==> config.mk <==
export PLATFORM = sky130hd
export DESIGN_NAME = video_dram_arb
export DESIGN_NICKNAME = d
export VERILOG_FILES = /design/src/rtl/video_dram_arb.sv
export SDC_FILE = /design/constraint.sdc
export NUM_CORES = 1
export LEC_CHECK = 0
export BUFFER_PORTS_ARGS = -buffer_cell sky130_fd_sc_hd__buf_4
export CELL_PAD_IN_SITES_DETAIL_PLACEMENT = 1
export CELL_PAD_IN_SITES_GLOBAL_PLACEMENT = 1
export CORE_ASPECT_RATIO = 1.25
export CORE_MARGIN = 2
export CORE_UTILIZATION = 35
export DETAILED_ROUTE_END_ITERATION = 10
export MAX_ROUTING_LAYER = met4
export PLACE_DENSITY_LB_ADDON = 0.1
export RECOVER_POWER = 50
export SKIP_LAST_GASP = 1
export SLEW_MARGIN = 20
export SYNTH_ARGS = -nofsm -noshare
export SYNTH_HDL_FRONTEND = slang
export SYNTH_SLANG_ARGS = --single-unit
==> constraint.sdc <==
create_clock -name clk -period 5.13 [get_ports clk]
set_input_delay 0.7695 -clock clk [delete_from_list [all_inputs] [get_ports clk]]
set_output_delay 0.7695 -clock clk [all_outputs]
set_load 0.005 [all_outputs]
==> src/rtl/video_dram_arb.sv <==
`default_nettype none
// ============================================================================
//  Module   : video_dram_arb
//  Purpose  : DRAM cycle arbiter between the video fetch port and the CPU
//             port. One 16-bit DRAM access per cycle; cycles are delimited
//             by the one-clk cend strobe and all grant decisions happen on it.
//             Video has fixed priority in its bandwidth slots, the CPU gets
//             every other cycle it asks for.
//  Ports    : clk, rst (sync, active-high), cend
//             video_go/video_bw/video_addr  -> video_next/video_strobe/video_data
//             cpu_req/rnw/addr/bsel/wrdata  -> cpu_next/cpu_strobe/cpu_rddata
//             dram_req/rnw/addr/bsel/wrdata -> DRAM, dram_rddata <- DRAM
//  Revision : 1.0  initial release
// ============================================================================
module video_dram_arb #(
    parameter int ADDR_W = 21,
    parameter int DATA_W = 16
) (
    input  logic              clk,
    input  logic              rst,
    input  logic              cend,
    input  logic              video_go,
    input  logic [1:0]        video_bw,
    input  logic [ADDR_W-1:0] video_addr,
    output logic              video_next,
    output logic              video_strobe,
    output logic [DATA_W-1:0] video_data,
    input  logic              cpu_req,
    input  logic              cpu_rnw,
    input  logic [ADDR_W-1:0] cpu_addr,
    input  logic [1:0]        cpu_bsel,
    input  logic [DATA_W-1:0] cpu_wrdata,
    output logic              cpu_next,
    output logic              cpu_strobe,
    output logic [DATA_W-1:0] cpu_rddata,
    output logic              dram_req,
    output logic              dram_rnw,
    output logic [ADDR_W-1:0] dram_addr,
    output logic [1:0]        dram_bsel,
    output logic [DATA_W-1:0] dram_wrdata,
    input  logic [DATA_W-1:0] dram_rddata
);

    typedef enum logic [1:0] {
        TGT_IDLE  = 2'd0,
        TGT_VIDEO = 2'd1,
        TGT_CPU   = 2'd2
    } tgt_t;

    tgt_t              r_cur_tgt;
    tgt_t              w_next_tgt;
    logic [2:0]        r_slot_cnt;
    logic              w_slot_hit;
    logic              w_video_slot;

    logic              r_video_next;
    logic              r_video_strobe;
    logic [DATA_W-1:0] r_video_data;
    logic              r_cpu_next;
    logic              r_cpu_strobe;
    logic [DATA_W-1:0] r_cpu_rddata;
    logic              r_dram_req;
    logic              r_dram_rnw;
    logic [ADDR_W-1:0] r_dram_addr;
    logic [1:0]        r_dram_bsel;
    logic [DATA_W-1:0] r_dram_wrdata;

    // Video slot selection uses the slot count before this cend's increment.
    always_comb begin
        w_slot_hit = 1'b1;
        case (video_bw)
            2'b00:   w_slot_hit = (r_slot_cnt == 3'd7);
            2'b01:   w_slot_hit = (r_slot_cnt[1:0] == 2'd3);
            2'b10:   w_slot_hit = r_slot_cnt[0];
            default: w_slot_hit = 1'b1;
        endcase
        w_video_slot = video_go & w_slot_hit;
    end

    // Next-target decision: video first, then CPU, otherwise idle.
    always_comb begin
        w_next_tgt = r_cur_tgt;
        if (cend) begin
            if (w_video_slot) begin
                w_next_tgt = TGT_VIDEO;
            end else if (cpu_req) begin
                w_next_tgt = TGT_CPU;
            end else begin
                w_next_tgt = TGT_IDLE;
            end
        end
    end

    always_ff @(posedge clk) begin
        if (rst) begin
            r_cur_tgt <= TGT_IDLE;
        end else begin
            r_cur_tgt <= w_next_tgt;
        end
    end

    always_ff @(posedge clk) begin
        if (rst) begin
            r_slot_cnt <= 3'd0;
        end else if (cend) begin
            r_slot_cnt <= video_go ? r_slot_cnt + 3'd1 : 3'd0;
        end
    end

    // Registered outputs. Pulses default low every clk; completion of the
    // cycle that is ending is handled before the new grant is loaded, using
    // the still-current target and direction.
    always_ff @(posedge clk) begin
        if (rst) begin
            r_video_next   <= 1'b0;
            r_video_strobe <= 1'b0;
            r_video_data   <= '0;
            r_cpu_next     <= 1'b0;
            r_cpu_strobe   <= 1'b0;
            r_cpu_rddata   <= '0;
            r_dram_req     <= 1'b0;
            r_dram_rnw     <= 1'b1;
            r_dram_addr    <= '0;
            r_dram_bsel    <= 2'b11;
            r_dram_wrdata  <= '0;
        end else begin
            r_video_next   <= 1'b0;
            r_video_strobe <= 1'b0;
            r_cpu_next     <= 1'b0;
            r_cpu_strobe   <= 1'b0;
            if (cend) begin
                if (r_cur_tgt == TGT_VIDEO) begin
                    r_video_data   <= dram_rddata;
                    r_video_strobe <= 1'b1;
                end else if ((r_cur_tgt == TGT_CPU) && r_dram_rnw) begin
                    r_cpu_rddata <= dram_rddata;
                    r_cpu_strobe <= 1'b1;
                end

                case (w_next_tgt)
                    TGT_VIDEO: begin
                        r_dram_req   <= 1'b1;
                        r_dram_rnw   <= 1'b1;
                        r_dram_addr  <= video_addr;
                        r_dram_bsel  <= 2'b11;
                        r_video_next <= 1'b1;
                    end
                    TGT_CPU: begin
                        r_dram_req    <= 1'b1;
                        r_dram_rnw    <= cpu_rnw;
                        r_dram_addr   <= cpu_addr;
                        r_dram_bsel   <= cpu_rnw ? 2'b11 : cpu_bsel;
                        r_dram_wrdata <= cpu_wrdata;
                        r_cpu_next    <= 1'b1;
                    end
                    default: begin
                        r_dram_req <= 1'b0;
                        r_dram_rnw <= 1'b1;
                    end
                endcase
            end
        end
    end

    assign video_next   = r_video_next;
    assign video_strobe = r_video_strobe;
    assign video_data   = r_video_data;
    assign cpu_next     = r_cpu_next;
    assign cpu_strobe   = r_cpu_strobe;
    assign cpu_rddata   = r_cpu_rddata;
    assign dram_req     = r_dram_req;
    assign dram_rnw     = r_dram_rnw;
    assign dram_addr    = r_dram_addr;
    assign dram_bsel    = r_dram_bsel;
    assign dram_wrdata  = r_dram_wrdata;

endmodule
`default_nettype wire

==> results of run 1 <==
==> metal layers <==
layer	wire, µm	share of wire, %	global-route usage [%]
met5	0	0	-
met2	4513	50	30.85
met3	613	6.8	5.034
met4	153	1.7	7.879
met1	3704	41	20.43
==> state kept, by name, summed over array words and instances (netlist names) <==
signal,cells
video_next,1
dram_addr,21
cpu_strobe,1
dram_wrdata,16
video_data,16
dram_req,1
dram_bsel,2
dram_rnw,1
cpu_rddata,16
r_slot_cnt,3
cpu_next,1
r_cur_tgt,2
video_strobe,1
==> power groups by stage <==
stage | Sequential, mW | Combinational (mW) | Clock [mW]
CTS | 0.682 | 0.218 | 0.605
detailed placement | 0.696 | 0.217 | 0
global route | 0.685 | 0.231 | 0.633
global placement | 0.695 | 0.211 | 0
finish | 0.681 | 0.208 | 0.584
floorplan | 0.697 | 0.110 | 0
==> synth_stat cells (4+ instances only) <==
cell / n / area, µm²
a21oi_1: 52 / 260.3
clkbuf_1: 6 / 22.52
o21ai_0: 4 / 20.02
mux2i_1: 22 / 220.2
a211oi_1: 4 / 30.03
a211oi_2: 17 / 212.7
buf_2: 8 / 40.04
nor2_1: 26 / 97.59
buf_4: 6 / 45.04
nand2_1: 103 / 386.6
ha_1: 4 / 50.05
dfxtp_1: 82 / 1642
buf_6: 5 / 56.30
==> final cells by class <==
class                      instances  area [µm²]
clock buffer                      12       256.5
clock inverter                     3       15.01
sequential                        82        1642
tap                              123       153.9
fill                            1141        4469
inverter                           2       7.507
timing repair buffer             161        1156
multi-input combinational        255        1474
==> path summary, 6_finish.rpt <==
kind,to,slack (ns),cells past startpoint
worst max register to register,dram_addr[0],2.17,9
worst min register to register,dram_wrdata[13],0.45,2
worst max-delay path,dram_addr[0],2.17,9
worst min-delay path,dram_wrdata[13],0.45,2
==> layout by cell type (no fill, tap or decap), types with 2 or more instances in the layout <==
cell       Yosys  routed
nand2_1      103     103
buf_4          6      86
dfxtp_1       82      82
clkbuf_4       1      61
a21oi_1       52      52
nor2_1        26      26
mux2i_1       22      22
a211oi_2      17      17
clkbuf_1       6      15
clkbuf_16      0       9
o21ai_0        4       4
a211oi_1       4       4
ha_1           4       4
nand2b_1       3       3
clkinv_2       0       3
mux2_2         2       2
o21a_1         2       2
nor3_1         2       2
nand3_1        2       2
clkbuf_8       0       2
==> cells by family after synthesis <==
family / synth area share [%]
simple gates: 18.51
buf+inv: 5.576
mux: 7.360
compound gates: 17.26
fa+ha+maj: 1.518
flops: 49.77
==> per-stage QoR <==
step                total power, mW  hold WS, ns  util, %  setup slack, ns
CTS                           1.505       0.4576    51.85            2.142
global route                  1.549       0.4728    51.28            1.918
finish                        1.474       0.4518    51.28            2.172
floorplan                    0.8073       0.4356        -            2.715
detailed placement           0.9128       0.4493    48.90            1.991
global placement             0.9057       0.4434    48.90            2.077
==> worst max-delay path, delay by kind of cell (launching register included) <==
family | cells | cell delay [ns]
AO/OA/AOI/OAI | 3 | 0.67
adder cells (fa/ha/maj) | 3 | 0.64
flip-flops | 1 | 0.33
multiplexers | 1 | 0.26
AND/OR/NAND/NOR | 2 | 0.96
==> summary.txt, run 1 <==
Initial antenna violation count: 0
Post-CTS Setup Bufs: 0
Hold Path Origin: dram_wrdata[13]
Minimum clock period: 2.958 ns
Final setup vio count: 0
Hold Path Class: register to register
Fin. max-slew vios: 0
DR DRC count: 0
Power Dens Cells: 313.3 nW/µm²
First-pass GRT wire length: 14740 µm
Worst EP required: 5.37 ns
Core area: 9174 µm²
Syn_area_per_cell: 9.011 µm²
CP cell instances: ha_1 -> ha_1 -> mux2_2 -> o221ai_2 -> o21a_1 -> ha_1 -> and2b_2 -> nor2_1 -> a211oi_2
Sink Count: 82
Internal power: 1.124 mW
Leak: 1.945 nW
Clock Power Share: 39.7%
Ys async rst share: 0%
Clock transition at path regs: 0.06 ns
CP most frequent cell: ha_1
Sequential share of power: 46.2%
Final net count: 599
Die width: 90.83 µm
Post-DP HPWL: 6540 µm
Fmax: 338.0 MHz
Vias in the first global route: 3056
Sw power: 0.3497 mW
Most used DFF post-synth: dfxtp_1
Cell Rows: 39
Non-Filler Instances: 638
Final Hold Viols: 0
Cells after Synth: 366
GP Congestion: 0.7247
Syn-to-layout area delta: 42.64%
Antenna viol nets, final: 0
Cell variety after synth: 34
Initial core utilization: 35.95%
Slowest stage delay, CP: 0.81 ns
Switching Fraction: 23.72%
Max-cap violations: 0
Yosys Warn Count: 0
Initial drt markers: 111
PortBufs: 160
Post-Place Cells: 623
Maximum buffer depth of the clock tree: 2
Pin count of the biggest net entering global routing: 79
Crit-path max FO: 44
Via count: 3017
Slew @ Worst Pin: 0.9373 ns
Peak supply drop: 0.0002149 V
Drt total wl: 8985 µm
Clk root buf: clkbuf_16
Area of the mapped netlist: 3298 µm²
Fraction of layout instances using a drive strength above 1: 35.92%
Gr ovfl total: 0
Tcrit/Tclk final: 57.67%
Setup TNS: 0 ns
Finished Cell Area: 4705 µm²
Num CTS Buffers: 9
Critical Path End Type: register
Worst EP arrival: 3.20 ns
Crit start category: register
Syn nets: 454
Sequential area share after synthesis: 49.77%
Antenna cell count: 0
Placed Area: 4486 µm²
# IOs: 161
EDFF count, synth: 0
DR vias/cell: 4.729
CP max stage cell: and2b_2
Post-CTS sizing: 0
Outcome: complete, no violations
H-tree lvl count: 3
GRT Resource Usage Total: 18.33%
RSZ-0062 raised after global routing: no
DR pass1 iterations: 3
Worst slew margin: 37.51%
Hold buffer count at cts: 0
Critical path class: register to register
Clk_skew: 0.004598 ns
Clock latency on the worst-skew pair: 0.33 ns
Worst Setup SP: r_slot_cnt[0]
Flops & latches, synth: 82
Combinational Power Share: 14.1%
Routed len/inst: 14.08 µm
CTS tree: yes
FF-to-FF Start: r_slot_cnt[0]
Die Ht: 112.5 µm
Die area: 10220 µm²
No activity file was read; power rests on OpenSTA's default activity.
==> run 2, diff against run 1 <==
--- a/config.mk
+++ b/config.mk
@@ -10,7 +10,7 @@
 export CELL_PAD_IN_SITES_GLOBAL_PLACEMENT = 1
 export CORE_ASPECT_RATIO = 1.25
 export CORE_MARGIN = 2
-export CORE_UTILIZATION = 35
+export CORE_UTILIZATION = 29
 export DETAILED_ROUTE_END_ITERATION = 10
 export MAX_ROUTING_LAYER = met4
 export PLACE_DENSITY_LB_ADDON = 0.1
==> constraint.sdc (replaced) <==
create_clock -name clk -period 2.5 [get_ports clk]
set_input_delay 0.375 -clock clk [delete_from_list [all_inputs] [get_ports clk]]
set_output_delay 0.375 -clock clk [all_outputs]
set_load 0.005 [all_outputs]
==> run 2 against run 1 <==
Clock power rose to 2.8 times the previous value. Total power up 140%. Via count up 4.5%. Sequential share of layout area down 3.1 points. First-iteration DRC count up 2.7%. Wire length up 12%. Final cell count up 4.5%. Global-route usage down 2.5 points. Design area up 10%. Critical endpoint is now dram_addr[2]. Largest power group is now clock.
==> summary.txt, run 2 (synthesis gave the netlist of run 1 again) <==
Outcome: complete, no violations
Die area: 12250 µm² (+20%)
R2R cell count: 10 (+1)
Commonest non-fill, non-tap cells in the layout: buf_4 (166), nand2_1 (103), dfxtp_1 (80)
Hold depth: 3 (+1)
Final setup vio count: 0 (unchanged)
Gr ovfl total: 0 (unchanged)
Die width: 99.39 µm (+9.4%)
Power Dens Cells: 684.2 nW/µm² (+120%)
Sequential share of power: 39.5% (-6.7 points)
GRT Resource Usage Total: 15.83% (-2.5 points)
Fill count: 1293 (+13%)
Crit-path max FO: 6 (-86%)
H-tree lvl count: 3 (unchanged)
Flop2flop setup slack: 0.07 ns (-2.10 ns)
Number of flip-flops in the largest register: 21 (unchanged)
# IOs: 161 (unchanged)
Worst slew margin: 52.77% (+15 points)
Post-DP HPWL: 6900 µm (+5.5%)
Critical path class: register to register
R2r endpoint: dram_addr[2]
Maximum buffer depth of the clock tree: 2 (unchanged)
Antenna viol nets, final: 0 (unchanged)
DR pass1 iterations: 4 (+1)
Total Power: 3.541 mW (+140%)
Slew @ Worst Pin: 0.7085 ns (-0.2288 ns)
DR vias/cell: 4.729 (about the same)
Syn-to-layout area delta: 56.94%
Cell Rows: 43 (+10%)
Hold buffer count at cts: 0 (unchanged)
Internal power: 2.761 mW (+150%)
Switching Fraction: 22.03% (-1.7 points)
Max-cap violations: 0 (unchanged)
Final net count: 615 (+2.7%)
Worst Setup SP: r_slot_cnt[0]
Pre-CTS setup slack: 0.06982 ns (-1.921 ns)
Tcrit/Tclk final: 97.13% (+39 points)
Commonest non-fill, non-tap cell in the layout: buf_4
CP endpoint: dram_addr[2]
Minimum clock period: 2.428 ns (-0.5301 ns)
Critical Path End Type: register
Fraction of layout instances using a drive strength above 1: 41.73% (+5.8 points)
Combinational Power Share: 14.6% (+0.5 points)
Clock latency on the worst-skew pair: 0.33 ns (about the same)
Register Area: 1647 µm² (+0.31%)
Num CTS Buffers: 9 (unchanged)
Placed Area: 4596 µm² (+2.5%)
Die Ht: 123.2 µm (+9.5%)
Leak: 2.201 nW (+13%)
Worst EP arrival: 2.69 ns (-0.51 ns)
Finished Cell Area: 5176 µm² (+10%)
First-pass GRT wire length: 14800 µm (+0.42%)
DR DRC count: 0 (unchanged)
Clk_skew: 0.005297 ns (+0.0006987 ns)
CTS tree: yes
Routed len/inst: 15.10 µm (+7.2%)
Pin count of the biggest net entering global routing: 41 (-48%)
Area of the multi-input gates: 1530 µm² (+3.8%)
Peak supply drop: 0.0002967 V (+38%)
Initial core utilization: 29.76% (-6.2 points)
PortBufs: 160 (unchanged)
FF-to-FF Start: r_slot_cnt[0]
Worst EP required: 2.76 ns (-2.61 ns)
Vias in the first global route: 3163 (+3.5%)
Drt total wl: 10070 µm (+12%)
Via count: 3154 (+4.5%)
Initial antenna violation count: 0 (unchanged)
Worst setup margin: 0.07186 ns (-2.100 ns)
Final Util: 46.70% (-4.6 points)
Clock Power Share: 45.9% (+6.2 points)
Antenna cell count: 0 (unchanged)
Clock transition at path regs: 0.06 ns (about the same)
Final Hold Viols: 0 (unchanged)
Sw power: 0.7801 mW (+120%)
Fmax: 411.8 MHz (+22%)
Initial drt markers: 114 (+2.7%)
Crit start category: register
Fin. max-slew vios: 0 (unchanged)
GP Congestion: 0.7254 (about the same)
Hold Path Class: input pin to register
Clk root buf: clkbuf_16
Setup TNS: 0 ns (unchanged)
Sink Count: 82 (unchanged)
Core area: 11080 µm² (+21%)
run 2: what timing repair did:
action,CTS,global route
buffers inserted,0,6
endpoints found under the setup margin,0,22
resized for setup,0,15
hold endpoints to repair,0,0
run 2: worst max-delay path, cell delays in order (launching register included):
cell and delay (ns):
dfxtp_4 0.35, ha_4 0.16, ha_4 0.14, mux2_4 0.28, o221ai_4 0.22, o21a_1 0.22, ha_4 0.21, and2b_4 0.35
clkbuf_16 0.18, nor2_1 0.04, a211oi_2 0.18
run 2: how the worst min path moves through the flow:
stage,startpoint,to,slack [ns]
after floorplan,r_slot_cnt[1],r_slot_cnt[1],0.44
after global placement,cpu_rddata[15],cpu_rddata[15],0.44
after detailed placement,dram_wrdata[12],dram_wrdata[12],0.45
after CTS,cpu_wrdata[9],dram_wrdata[9],0.27
after global routing,cpu_wrdata[2],dram_wrdata[2],0.27
final,cpu_wrdata[14],dram_wrdata[14],0.29
run 2: layout make-up:
type	count	share of cell area (%)
flip-flops and latches	82	31.81
multi-input cells	255	29.56
repair buffers	177	28.11
clock buffers	11	4.689
well taps	135	3.263
clock inverters	5	2.417
inverters	2	0.1450
run 2: routing by layer:
metal / vias to the layer above / part of all wire [%] / wire length, µm / track usage [%]
met4: 0 / 1.4 / 144 / 5.479
met2: 103 / 50 / 5045 / 25.93
li1: 1555 / - / - / -
met1: 1487 / 42 / 4206 / 17.96
met5: - / 0 / 0 / -
met3: 9 / 6.7 / 676 / 5.709
run 2: power by group through the flow:
| stage | Combinational (mW) | Clock (mW) | Sequential [mW] |
|---|---|---|---|
| 2_1_floorplan | 0.227 | 0 | 1.43 |
| 3_3_place_gp | 0.461 | 0 | 1.43 |
| 3_5_place_dp | 0.472 | 0 | 1.43 |
| 4_1_cts | 0.473 | 1.67 | 1.40 |
| 5_1_grt | 0.566 | 1.72 | 1.41 |
| 6_report | 0.517 | 1.63 | 1.40 |
run 2: through the flow:
| step | instances | hold WS [ns] |
|---|---|---|
| 6_report | 667 | 0.2882 |
| 5_1_grt | 667 | 0.2738 |
| 4_1_cts | 657 | 0.2716 |
| 3_5_place_dp | 641 | 0.4486 |
| 3_3_place_gp | 641 | 0.4435 |
| 2_1_floorplan | 366 | 0.4356 |
==> run 3, diff against run 2 <==
--- a/config.mk
+++ b/config.mk
@@ -6,14 +6,12 @@
 export NUM_CORES = 1
 export LEC_CHECK = 0
 export BUFFER_PORTS_ARGS = -buffer_cell sky130_fd_sc_hd__buf_4
-export CELL_PAD_IN_SITES_DETAIL_PLACEMENT = 1
-export CELL_PAD_IN_SITES_GLOBAL_PLACEMENT = 1
 export CORE_ASPECT_RATIO = 1.25
 export CORE_MARGIN = 2
-export CORE_UTILIZATION = 29
+export CORE_UTILIZATION = 41
 export DETAILED_ROUTE_END_ITERATION = 10
 export MAX_ROUTING_LAYER = met4
-export PLACE_DENSITY_LB_ADDON = 0.1
+export PLACE_DENSITY = 0.75
 export RECOVER_POWER = 50
 export SKIP_LAST_GASP = 1
 export SLEW_MARGIN = 20
==> run 3 against run 2 <==
Sequential cell count unchanged. Critical path depth stayed put. Worst hold slack lost 0.016 ns. Register-to-register slack gained 0.02 ns. Non-clock buffer count is 5 lower. Sequential power about the same. Final cell count fell by 6.7%. Critical path type unchanged.
==> summary.txt, run 3 (synthesis gave the netlist of run 1 again) <==
Tcrit/Tclk final: 96.18% (-0.94 points)
GP Congestion: 0.7143 (-1.5%)
Max-cap violations: 0 (unchanged)
Met3 Use GR: 5.079% (-0.63 points)
Sink Count: 82 (unchanged)
Leak: 1.973 nW (-10%)
Vias in the first global route: 2963 (-6.3%)
Slew @ Worst Pin: 0.6304 ns (-0.07812 ns)
Worst EP arrival: 2.66 ns (-0.03 ns)
Core area: 7792 µm² (-30%)
Worst EP required: 2.76 ns (about the same)
Critical path class: register to register
Final Hold Viols: 0 (unchanged)
Initial drt markers: 119 (+4.4%)
First-pass GRT wire length: 13430 µm (-9.2%)
Via count: 3056 (-3.1%)
PortBufs: 160 (unchanged)
Initial core utilization: 42.32% (+13 points)
Routed len/inst: 14.22 µm (-5.8%)
H-tree lvl count: 3 (unchanged)
Slowest stage delay, CP: 0.35 ns (about the same)
Non-Filler Instances: 622 (-6.7%)
FF-to-FF Start: r_slot_cnt[0]
Hold buffer count at cts: 0 (unchanged)
Number of flip-flops in the largest register: 21 (unchanged)
Post-DP HPWL: 6236 µm (-9.6%)
DR vias/cell: 4.913 (+3.9%)
Peak supply drop: 0.0003778 V (+27%)
Clk root buf: clkbuf_8
Commonest non-fill, non-tap cells in the layout: nand2_1 (103), buf_4 (89), dfxtp_1 (81)
# IOs: 161 (unchanged)
DR DRC count: 0 (unchanged)
Worst slew margin: 57.85% (+5.1 points)
Outcome: complete, no violations
Placed Area: 4513 µm² (-1.8%)
Syn-to-layout area delta: 45.45%
Num CTS Buffers: 9 (unchanged)
Crit start category: register
Minimum clock period: 2.405 ns (-0.02352 ns)
Fmax: 415.9 MHz (+0.98%)
CP cell instances: ha_4 -> ha_1 -> mux2_2 -> o221ai_4 -> o21a_1 -> ha_2 -> and2b_4 -> buf_12 -> nor2_1 -> a211oi_2
Clock latency on the worst-skew pair: 0.34 ns (about the same)
Hold Path Origin: cpu_wrdata[3]
Cell Rows: 36 (-16%)
Crit-path max FO: 11 (+5)
CTS tree: yes
DR pass1 iterations: 4 (unchanged)
Commonest non-fill, non-tap cell in the layout: nand2_1
Clk_skew: 0.008011 ns (+0.002714 ns)
Antenna viol nets, final: 0 (unchanged)
Critical Path End Type: register
GRT Resource Usage Total: 19.03% (+3.2 points)
Post-Place Cells: 600 (-6.4%)
Power Dens Cells: 586.5 nW/µm² (-14%)
Fraction of layout instances using a drive strength above 1: 38.33% (-3.4 points)
GR Util met1: 21.11% (+3.1 points)
Antenna cell count: 0 (unchanged)
Met2 usage: 31.97% (+6.0 points)
Die width: 84.22 µm (-15%)
Hold Path Class: input pin to register
Most used routing layer: met2
Pin count of the biggest net entering global routing: 45 (+9.8%)
Initial antenna violation count: 0 (unchanged)
Maximum buffer depth of the clock tree: 2 (unchanged)
Die area: 8782 µm² (-28%)
Finished Cell Area: 4797 µm² (-7.3%)
Gr ovfl total: 0 (unchanged)
Total Power: 2.813 mW (-21%)
Drt total wl: 8847 µm (-12%)
CP max stage cell: dfxtp_2
Clock transition at path regs: 0.08 ns (+0.02 ns)
Die Ht: 104.3 µm (-15%)
Final setup vio count: 0 (unchanged)
Fin. max-slew vios: 0 (unchanged)
Final net count: 610 (-0.81%)
Setup TNS: 0 ns (unchanged)
Worst Setup SP: r_slot_cnt[0]
-- run 3: timing repair --
item,CTS,global route
buffers inserted,0,1
endpoints found under the hold margin,0,0
gates resized for setup,0,11
setup endpoints to repair,0,38
-- run 3: final timing paths --
path,to,slack (ns),cells after the start
setup / recovery,dram_addr[2],0.1,10
hold / removal,dram_wrdata[3],0.27,3
setup reg to reg,dram_addr[2],0.1,10
hold reg to reg,video_data[8],0.46,2
-- run 3: cell type report --
type | count | area [µm²]
Inverter | 2 | 7.507
Multi-Input combinational cell | 255 | 1494
Fill cell | 722 | 2995
Sequential cell | 82 | 1643
Clock buffer | 11 | 131.4
Tap cell | 95 | 118.9
Clock inverter | 5 | 55.05
Timing Repair Buffer | 172 | 1348
-- run 3: per-stage QoR --
stage	hold WS (ns)	worst slack, ns	util [%]
after detailed placement	0.4485	0.08941	57.92
after global routing	0.2702	-0.02088	61.56
after CTS	0.2567	0.07577	60.31
after global placement	0.4427	0.1849	57.92
after floorplan	0.4356	0.2234	-
final	0.2720	0.09538	61.56
-- run 3: critical path: cells and delay by family, from the launching register on --
kind,cells,cell delay (ns)
adder cells (fa/ha/maj),3,0.61
AND/OR/NAND/NOR,2,0.38
AO/OA/AOI/OAI,3,0.55
multiplexers,1,0.29
buffers and inverters,1,0.14
flip-flops,1,0.35
-- run 3: report_power, final --
group	internal (mW)	switching, mW
clock	0.459	0.469
combinational	0.269	0.219
sequential	1.36	0.0314
-- run 3: layer usage --
metal	vias to the layer above	share of wire (%)
met5	-	0
met4	0	1.9
met3	13	7.3
met2	110	51
met1	1389	39
li1	1544	-
